===== src/rtl/mvb_loopback_checker_pkg.sv =====
// Shared types and constants for the MVB loopback checker and its pattern generators.
package mvb_pkg;

  typedef enum logic [2:0] {
    ST_IDLE,
    ST_FILL,
    ST_SEND,
    ST_WAIT_RX,
    ST_READ,
    ST_GAP,
    ST_FIN
  } state_t;

  typedef enum logic [1:0] {
    MODE_INC   = 2'd0,
    MODE_WALK  = 2'd1,
    MODE_LFSR  = 2'd2,
    MODE_CONST = 2'd3
  } mode_t;

  // Bit positions inside err_flags; the low five mirror the decoder rx_err vector.
  localparam int ERR_CRC     = 0;
  localparam int ERR_QUALITY = 1;
  localparam int ERR_DELIM   = 2;
  localparam int ERR_SIGNAL  = 3;
  localparam int ERR_LENGTH  = 4;
  localparam int ERR_TIMEOUT = 5;

  // Feedback taps of x^16+x^14+x^13+x^11+1 as bit indices of a left-shifting register.
  localparam int LFSR_TAP0 = 15;
  localparam int LFSR_TAP1 = 13;
  localparam int LFSR_TAP2 = 12;
  localparam int LFSR_TAP3 = 10;

  function automatic logic [15:0] sat_inc(input logic [15:0] v);
    return (v == 16'hFFFF) ? v : v + 16'd1;
  endfunction

endpackage


===== src/rtl/mvb_loopback_checker_pattern_gen.sv =====
// Test-pattern word generator: load a seed, then step through the selected sequence on advance.
module mvb_pattern_gen
  import mvb_pkg::*;
#(
  parameter int                DATA_W   = 16,
  parameter logic [DATA_W-1:0] PAT_STEP = 16'h1111
) (
  input  logic              clk,
  input  logic              rst,
  input  logic              load,
  input  logic              advance,
  input  mode_t             mode,
  input  logic [DATA_W-1:0] seed,
  output logic [DATA_W-1:0] word
);

  logic [DATA_W-1:0] next_word;

  always_comb begin
    next_word = word;
    case (mode)
      MODE_INC:  next_word = word + PAT_STEP;
      MODE_WALK: next_word = {word[DATA_W-2:0], word[DATA_W-1]};
      MODE_LFSR: next_word = {word[DATA_W-2:0],
                              word[LFSR_TAP0] ^ word[LFSR_TAP1] ^ word[LFSR_TAP2] ^ word[LFSR_TAP3]};
      default:   next_word = word;
    endcase
  end

  always_ff @(posedge clk) begin
    if (rst) begin
      word <= '0;
    end else if (load) begin
      word <= seed;
    end else if (advance) begin
      word <= next_word;
    end
  end

endmodule


===== config.mk =====
export PLATFORM = sky130hd
export DESIGN_NAME = mvb_pattern_gen
export DESIGN_NICKNAME = d
export VERILOG_FILES = /design/src/rtl/mvb_loopback_checker_pkg.sv /design/src/rtl/mvb_loopback_checker_pattern_gen.sv
export SDC_FILE = /design/constraint.sdc
export NUM_CORES = 1
export LEC_CHECK = 0
export CORE_MARGIN = 4
export CORE_UTILIZATION = 35
export CTS_CLUSTER_SIZE = 28
export DETAILED_ROUTE_END_ITERATION = 16
export GPL_ROUTABILITY_DRIVEN = 0
export HOLD_SLACK_MARGIN = 0.05
export SYNTH_ARGS = -nofsm -noshare
export SYNTH_HDL_FRONTEND = slang
export SYNTH_SLANG_ARGS = --single-unit

===== constraint.sdc =====
create_clock -name clk -period 2.65 [get_ports clk]
set_clock_uncertainty 0.2 [all_clocks]
set_input_delay 0.53 -clock clk [delete_from_list [all_inputs] [get_ports clk]]
set_output_delay 0.53 -clock clk [all_outputs]
set_load 0.1 [all_outputs]

==> results of run 1 <==
logic make-up (layout without fill, tap and decap cells):
group / Yosys count / count (layout) / share of synthesized area, %
compound gates: 66 / 66 / 37.6
xor+xnor: 4 / 4 / 2.62
fa+ha+maj: 4 / 4 / 3.74
mux: 5 / 5 / 3.84
flops: 16 / 16 / 23.9
buf+inv: 21 / 69 / 6.74
simple gates: 58 / 58 / 21.5
worst max-delay path, delay by kind of cell:
kind / cells / cell delay [ns]
compound gates: 3 / 0.52
fa+ha+maj: 1 / 0.35
buf+inv: 3 / 0.74
simple gates: 2 / 0.28
metrics by stage:
stage | std cells | setup WS [ns] | hold WS [ns] | TNS, ns | instance area (um2)
floorplan | 174 | 0.0602 | 0.439 | 0 | 1340
global placement | 266 | -0.0172 | 0.361 | -0.0223 | 1830
detailed placement | 266 | -0.138 | 0.381 | -0.307 | 1830
CTS | 270 | 0.117 | 0.392 | 0 | 1880
global route | 270 | 0.0350 | 0.432 | 0 | 1880
finish | 270 | 0.182 | 0.387 | 0 | 1880
path summary, 6_finish.rpt:
path | from | to | slack (ns) | cells after the start
max | mode[1] | word[14] | 0.18 | 9
min reg2reg | word[3] | word[3] | 0.39 | 2
max reg2reg | word[0] | word[12] | 0.28 | 6
min | word[3] | word[3] | 0.39 | 2
layout make-up:
cell class	instances	area (um2)
inverter	7	26.3
timing repair buffer	58	488
multi-input combinational	137	928
fill	383	1810
tap	48	60.1
sequential	16	325
clock buffer	4	55.1
synth_stat cells, types with 2 or more instances:
cell and n:
nand2_1 12, nor2_1 19, inv_1 7, buf_2 3, a31oi_1 4, xnor2_1 2, mux2i_1 4, or2_2 2
nand3_1 3, o21ai_0 14, ha_1 4, a32o_1 3, nor3_1 6, nor3b_1 2, buf_1 2, or4_1 3
a221o_1 2, nor4_1 2, nor2b_1 5, o22ai_1 2, clkbuf_1 8, a21oi_1 11, a221oi_1 4, o2111ai_1 2
a31oi_2 2, dfxtp_1 16, o211ai_1 5, xor2_1 2, o21a_1 2
power groups by stage:
stage               logic (mW)  clock network [mW]  registers (mW)
CTS                      0.388               0.234           0.298
global route             0.414               0.248           0.304
detailed placement       0.386                   0           0.304
finish                   0.388               0.230           0.299
floorplan                0.145                   0           0.419
global placement         0.384                   0           0.303
routing by layer:
metal / vias to the layer above / track usage, % / part of all wire [%]
li1: 757 / - / -
met1: 732 / 21.9 / 45
met2: 50 / 29.2 / 48
met3: 4 / 3.77 / 6.1
met4: 0 / 4.47 / 0.74
met5: - / 0 / 0
repair_timing:
action | in CTS | in global routing
endpoints found under the hold margin | 0 | 0
setup endpoints to repair | 0 | 2
gates resized for setup | 0 | 1
==> out/qor.txt, run 1 <==
status: finished, final reports clean
largest reg by FF count: word
asr flop ratio synth: 0%
Unique masters post-synth: 50
pin count of the biggest net entering global routing: 15
vias: 1,543
Post-Synthesis Cells: 174
Hold Crit Class: flop to flop
clock latency on the worst-skew pair: 0.25 ns
WL/cell: 15.6 um
CP arrival: 2.41 ns
sequential area share after synthesis: 23.9%
switching share of power: 41.9%
clk slew on worst S/H paths: 0.07 ns
CP cell instances: clkdlybuf4s50_1 -> inv_1 -> ha_1 -> o21ai_1 -> buf_4 -> nor2_1 -> o221ai_1 -> o21ai_0 -> nor4_1
RSZ-0062 raised after global routing: false
total power: 0.917 mW
starting density of the core: 36.3%
share of total power in the clock network: 25.1%
die area: 4870 um2
most common cell after layout, fill and taps aside: buf_4
mapped cell area: 1340 um2
Routed WL: 4210 um
Yosys warning count: 0
final hold vios: 0
IR drop worst, VDD: 0.000237 V
core area: 3690 um2
Max-Slew Margin vs Limit: 67.0%
vias per inst: 5.71
Largest register FFs: 16
IO Pins: 38
most frequent cells in the layout: 37 x buf_4, 21 x clkdlybuf4s50_1, 19 x nor2_1, 14 x o21ai_0
initial antenna violation count: 0
Flop pwr share: 32.6%
Syn-to-layout area delta: 40.8%
average cell area after synthesis: 7.69 um2
Final nets: 249
Worst path slowest cell: clkdlybuf4s50_1
f_max: 405 MHz
Antenna diodes: 0
Post-synth EDFFs: 0
syn_nets: 200
flops & latches, synth: 16
clock sinks: 16
TritonCTS clock tree: built
combinational power share: 42.3%
I/O Buffers: 37
CTS Hold Bufs: 0
max-cap viol count: 0
P per Cell Area: 487 nW/um2
Antenna Nets Post-Route: 0
period utilization: 93.1%
Startpoint Class: input port
first-pass GRT wire length: 7070 um
Synth top area share: 23.9%
slowest cell delay on critical path: 0.50 ns
Die Y: 69.8 um
H-tree depth: 1
vias in the first global route: 1,485
initial drt markers: 166
die extent in x: 69.8 um
Util after Layout: 51.1%
ranking of synthesized cells by area: dfxtp_1 24%, nor2_1 5.3%, o21ai_0 5.2%, a21oi_1 4.1%, ha_1 3.7%
fin. max-slew vios: 0
GRT Util Overall: 17.2%
Slew @ Worst Pin: 0.493 ns
largest registers: word (16)
critical path endpoint category: flop
Int Pwr: 0.533 mW
Main synth FF type: dfxtp_1
GRT Residual Overflow: 0
DPL Wire Length: 3180 um
DR pass1 iterations: 4
Site Rows: 22
crit path max fanout: 6
clock buffer depth: 2
layout cell share with drive strength beyond 1: 25.2%
CP required: 2.60 ns
drt drc: 0
min cycle time layout: 2.47 ns
post-CTS setup buffers: 0
total CTS buffers: 3
root buffer cell: clkbuf_8
crit path kind: input port to flop
net load switching power: 0.384 mW
Final Setup Violations: 0
post-synth top area cell: dfxtp_1
Pleak: 0.774 nW
Note: power is estimated with default switching activity, not from simulation.
==> run 2, diff against run 1 <==
- CTS_BUF_LIST: not set -> sky130_fd_sc_hd__clkbuf_4 sky130_fd_sc_hd__clkbuf_8 sky130_fd_sc_hd__clkbuf_16
- DONT_BUFFER_PORTS: not set -> 1
==> out/qor.txt, run 2 (synthesis results as in run 1) <==
Fin Setup TNS: 0 ns (unchanged)
total CTS buffers: 3 (unchanged)
initial antenna violation count: 0 (unchanged)
max-cap viol count: 0 (unchanged)
WL/cell: 17.1 um (+9.4%)
period utilization: 88.8% (-4.3 points)
Antenna Nets Post-Route: 0 (unchanged)
f_max: 425 MHz (+4.8%)
post-CTS setup buffers: 0 (unchanged)
core area: 3690 um2 (unchanged)
CP arrival: 2.34 ns (-0.07 ns)
clk slew on worst S/H paths: 0.07 ns (about the same)
final instance area: 1540 um2 (-18%)
GRT Residual Overflow: 0 (unchanged)
fillers: 397 (+3.7%)
I/O Buffers: 0 (-100%)
Startpoint Class: flop
status: finished, final reports clean
Multi-input gate area: 927 um2 (-0.13%)
clock latency on the worst-skew pair: 0.26 ns (about the same)
initial drt markers: 113 (-32%)
area post-placement: 1480 um2 (-19%)
Syn-to-layout area delta: 14.9%
IR drop worst, VDD: 0.000332 V (+40%)
Slew @ Worst Pin: 0.648 ns (+0.155 ns)
total power: 0.844 mW (-8.0%)
Final Setup Violations: 0 (unchanged)
fin. max-slew vios: 0 (unchanged)
Pleak: 0.604 nW (-22%)
GRT Util Overall: 15.9% (-1.3 points)
die extent in x: 69.8 um (unchanged)
min cycle time layout: 2.35 ns (-0.114 ns)
Cell Count Post-Placement: 227 (-15%)
Final nets: 210 (-16%)
Largest register FFs: 16 (unchanged)
final hold vios: 0 (unchanged)
vias: 1,410 (-8.6%)
drt drc: 0 (unchanged)
Die Y: 69.8 um (unchanged)
TritonCTS clock tree: built
vias in the first global route: 1,349 (-9.2%)
DPL Wire Length: 2880 um (-9.6%)
number of gates resized after CTS: 0 (unchanged)
P per Cell Area: 549 nW/um2 (+13%)
root buffer cell: clkbuf_8
layout cell share with drive strength beyond 1: 20.2% (-5.0 points)
setup slack, reg-to-reg: 0.30 ns (+0.02 ns)
most frequent cells in the layout: 19 x nor2_1, 19 x buf_4, 14 x o21ai_0, 12 x nand2_1, 12 x dfxtp_1
crit path max fanout: 8 (+2)
largest registers: word (16)
Site Rows: 22 (unchanged)
pin count of the biggest net entering global routing: 29 (+14)
CTS Hold Bufs: 0 (unchanged)
FF/Latch Area: 325 um2 (unchanged)
crit path kind: flop to flop
largest reg by FF count: word
Hold Crit Class: input port to flop
critical path endpoint category: flop
Antenna diodes: 0 (unchanged)
H-tree depth: 1 (unchanged)
vias per inst: 6.10 (+6.8%)
CP required: 2.64 ns (+0.04 ns)
die area: 4870 um2 (unchanged)
clock buffer depth: 2 (unchanged)
clock sinks: 16 (unchanged)
DR pass1 iterations: 5 (+1)
RSZ-0062 raised after global routing: false
Non-Filler Instances: 231 (-14%)
Max-Slew Margin vs Limit: 56.6% (-10 points)
first-pass GRT wire length: 6500 um (-8.1%)
IO Pins: 38 (unchanged)
starting density of the core: 36.3% (unchanged)
Routed WL: 3940 um (-6.4%)
[run 2: cell types whose count changed in the layout (fill, tap and decap cells not counted)]
cell             change
o21a_1               +1
o21a_2               -1
buf_4               -18
clkdlybuf4s50_1     -21
[run 2: worst paths after layout]
kind,start,endpoint,cells past startpoint
worst min-delay path,rst,word[2],1
worst min register to register,word[3],word[3],2
worst max register to register,word[1],word[12],6
worst max-delay path,word[1],word[12],6
[run 2: through the flow]
step           util, %  hold WS (ns)  setup WS, ns
2_1_floorplan        -         0.439        0.0602
6_report          41.7         0.127         0.296
3_5_place_dp      40.2         0.379         0.301
3_3_place_gp      40.2         0.366         0.354
5_1_grt           41.7         0.119         0.206
4_1_cts           41.7         0.120         0.315
[run 2: layer usage]
| metal | wire length, um | track usage, % | share of wire (%) |
|---|---|---|---|
| met1 | 1750 | 21.0 | 44 |
| met2 | 1800 | 24.9 | 46 |
| met3 | 340 | 4.35 | 8.6 |
| met4 | 53 | 5.11 | 1.3 |
| met5 | 0 | 0 | 0 |
[run 2: final cells by class]
type | count | area share [%]
multi-input combinational | 137 | 60.3
sequential | 16 | 21.2
timing repair buffer | 19 | 9.28
tap | 48 | 3.91
clock buffer | 4 | 3.58
inverter | 7 | 1.71
[run 2: worst max-delay path, stage by stage (launching register included)]
cell	delay, ns
dfxtp_2	0.42
ha_1	0.27
a31oi_2	0.16
a2111oi_2	0.54
xor2_1	0.11
or4_1	0.41
a21oi_1	0.16
[run 2: power breakdown]
| part | internal, mW | total (mW) | leakage (nW) | switching, mW |
|---|---|---|---|---|
| clock | 0.132 | 0.228 | 0.0288 | 0.0962 |
| combinational | 0.0917 | 0.323 | 0.441 | 0.232 |
| sequential | 0.260 | 0.292 | 0.134 | 0.0325 |
==> run 3, diff against run 2 <==
- CORE_MARGIN: 4 -> not set
==> out/qor.txt, run 3 (synthesis results as in run 1) <==
first-pass GRT wire length: 6420 um (-1.3%)
crit path max fanout: 8 (unchanged)
Antenna Nets Post-Route: 0 (unchanged)
status: finished, final reports clean
Pleak: 0.601 nW (-0.48%)
period utilization: 86.8% (-2.0 points)
Fin Setup TNS: 0 ns (unchanged)
fin. max-slew vios: 0 (unchanged)
P per Cell Area: 530 nW/um2 (-3.6%)
crit path kind: flop to flop
hold path start: rst
largest registers: word (16)
Hold Crit Class: input port to flop
clock buffer depth: 2 (unchanged)
GRT Residual Overflow: 0 (unchanged)
Critical Path Source: word[1]
max-cap viol count: 0 (unchanged)
IR drop worst, VDD: 0.000215 V (-35%)
TritonCTS clock tree: built
Cell Count Post-Placement: 228 (+0.44%)
number of gates resized after CTS: 0 (unchanged)
CTS Hold Bufs: 0 (unchanged)
Non-Filler Instances: 231 (unchanged)
Antenna diodes: 0 (unchanged)
CP cell instances: ha_1 -> a31oi_2 -> a2111oi_2 -> xor2_1 -> or4_1 -> a21oi_1
H-tree depth: 1 (unchanged)
total CTS buffers: 3 (unchanged)
WL/cell: 16.5 um (-3.0%)
final hold vios: 0 (unchanged)
Worst R2R Start: word[1]
Die Y: 63.8 um (-8.6%)
core area: 3660 um2 (-0.75%)
initial antenna violation count: 0 (unchanged)
drt drc: 0 (unchanged)
vias per inst: 6.13 (+0.43%)
DPL Wire Length: 2760 um (-4.2%)
starting density of the core: 36.5% (+0.27 points)
clock sinks: 16 (unchanged)
f_max: 435 MHz (+2.3%)
setup slack, reg-to-reg: 0.35 ns (+0.05 ns)
Startpoint Class: flop
Worst path slowest cell: a2111oi_2
slowest cell delay on critical path: 0.53 ns (about the same)
RSZ-0062 raised after global routing: false
Max-Slew Margin vs Limit: 56.9% (+0.29 points)
Final Setup Violations: 0 (unchanged)
pin count of the biggest net entering global routing: 27 (-6.9%)
Util after Layout: 41.8% (+0.14 points)
min cycle time layout: 2.30 ns (-0.0530 ns)
root buffer cell: clkbuf_8
initial drt markers: 106 (-6.2%)
CP required: 2.65 ns (about the same)
post-CTS setup buffers: 0 (unchanged)
GRT Util Overall: 20.0% (+4.1 points)
Largest register FFs: 16 (unchanged)
die area: 4070 um2 (-16%)
Site Rows: 22 (unchanged)
vias in the first global route: 1,370 (+1.6%)
vias: 1,416 (+0.43%)
most common cell after layout, fill and taps aside: buf_4
Syn-to-layout area delta: 14.4%
Routed WL: 3820 um (-3.0%)
IO Pins: 38 (unchanged)
Final nets: 211 (+0.48%)
CP arrival: 2.30 ns (-0.04 ns)
I/O Buffers: 0 (unchanged)
clock latency on the worst-skew pair: 0.26 ns (about the same)
Slew @ Worst Pin: 0.644 ns (-0.00436 ns)
most frequent cells in the layout: 20 x buf_4, 19 x nor2_1, 14 x o21ai_0, 12 x nand2_1, 12 x dfxtp_1
die extent in x: 63.8 um (-8.6%)
clk slew on worst S/H paths: 0.07 ns (about the same)
largest reg by FF count: word
DR pass1 iterations: 4 (-1)
critical path endpoint category: flop
layout cell share with drive strength beyond 1: 20.2% (unchanged)
[run 3: changes by cell type in the layout (fill, tap and decap cells not counted)]
| cell | previous run | this run |
|---|---|---|
| clkbuf_8 | 4 | 3 |
| buf_4 | 19 | 20 |
[run 3: final timing paths]
kind	to	cells after the start
max	word[12]	6
min	word[12]	1
max reg2reg	word[12]	6
min reg2reg	word[3]	2
[run 3: report_power, final]
group / internal, mW / total, mW / switching (mW) / leakage, nW
Sequential: 0.260 / 0.293 / 0.0330 / 0.134
Combinational: 0.0935 / 0.326 / 0.232 / 0.445
Clock: 0.101 / 0.192 / 0.0910 / 0.0216
[run 3: final cells by class]
class                           instances  area (um2)
Timing Repair Buffer                   20         150
Clock buffer                            3        41.3
Tap cell                               48        60.1
Inverter                                7        26.3
Sequential cell                        16         325
Fill cell                             389        2130
Multi-Input combinational cell        137         927
[run 3: metal layers]
layer  part of all wire, %  global-route usage, %
met5                     0                      0
met4                   1.1                   9.66
met3                   7.5                   4.11
met2                    46                   32.2
met1                    46                   25.2
[run 3: stage by stage]
| stage | area (um2) | setup WS (ns) | hold WS (ns) | total power [mW] |
|---|---|---|---|---|
| after floorplan | 1340 | 0.0602 | 0.439 | 0.565 |
| after global placement | 1490 | 0.402 | 0.343 | 0.618 |
| after detailed placement | 1490 | 0.349 | 0.359 | 0.621 |
| after CTS | 1530 | 0.348 | 0.127 | 0.813 |
| after global routing | 1530 | 0.229 | 0.121 | 0.854 |
| final | 1530 | 0.349 | 0.126 | 0.811 |
[run 3: critical path, delay by kind of cell, from the launching register on]
kind / cells / cell delay, ns
adder cells (fa/ha/maj): 1 / 0.26
XOR/XNOR: 1 / 0.11
AO/OA/AOI/OAI: 3 / 0.83
AND/OR/NAND/NOR: 1 / 0.40
flip-flops: 1 / 0.43
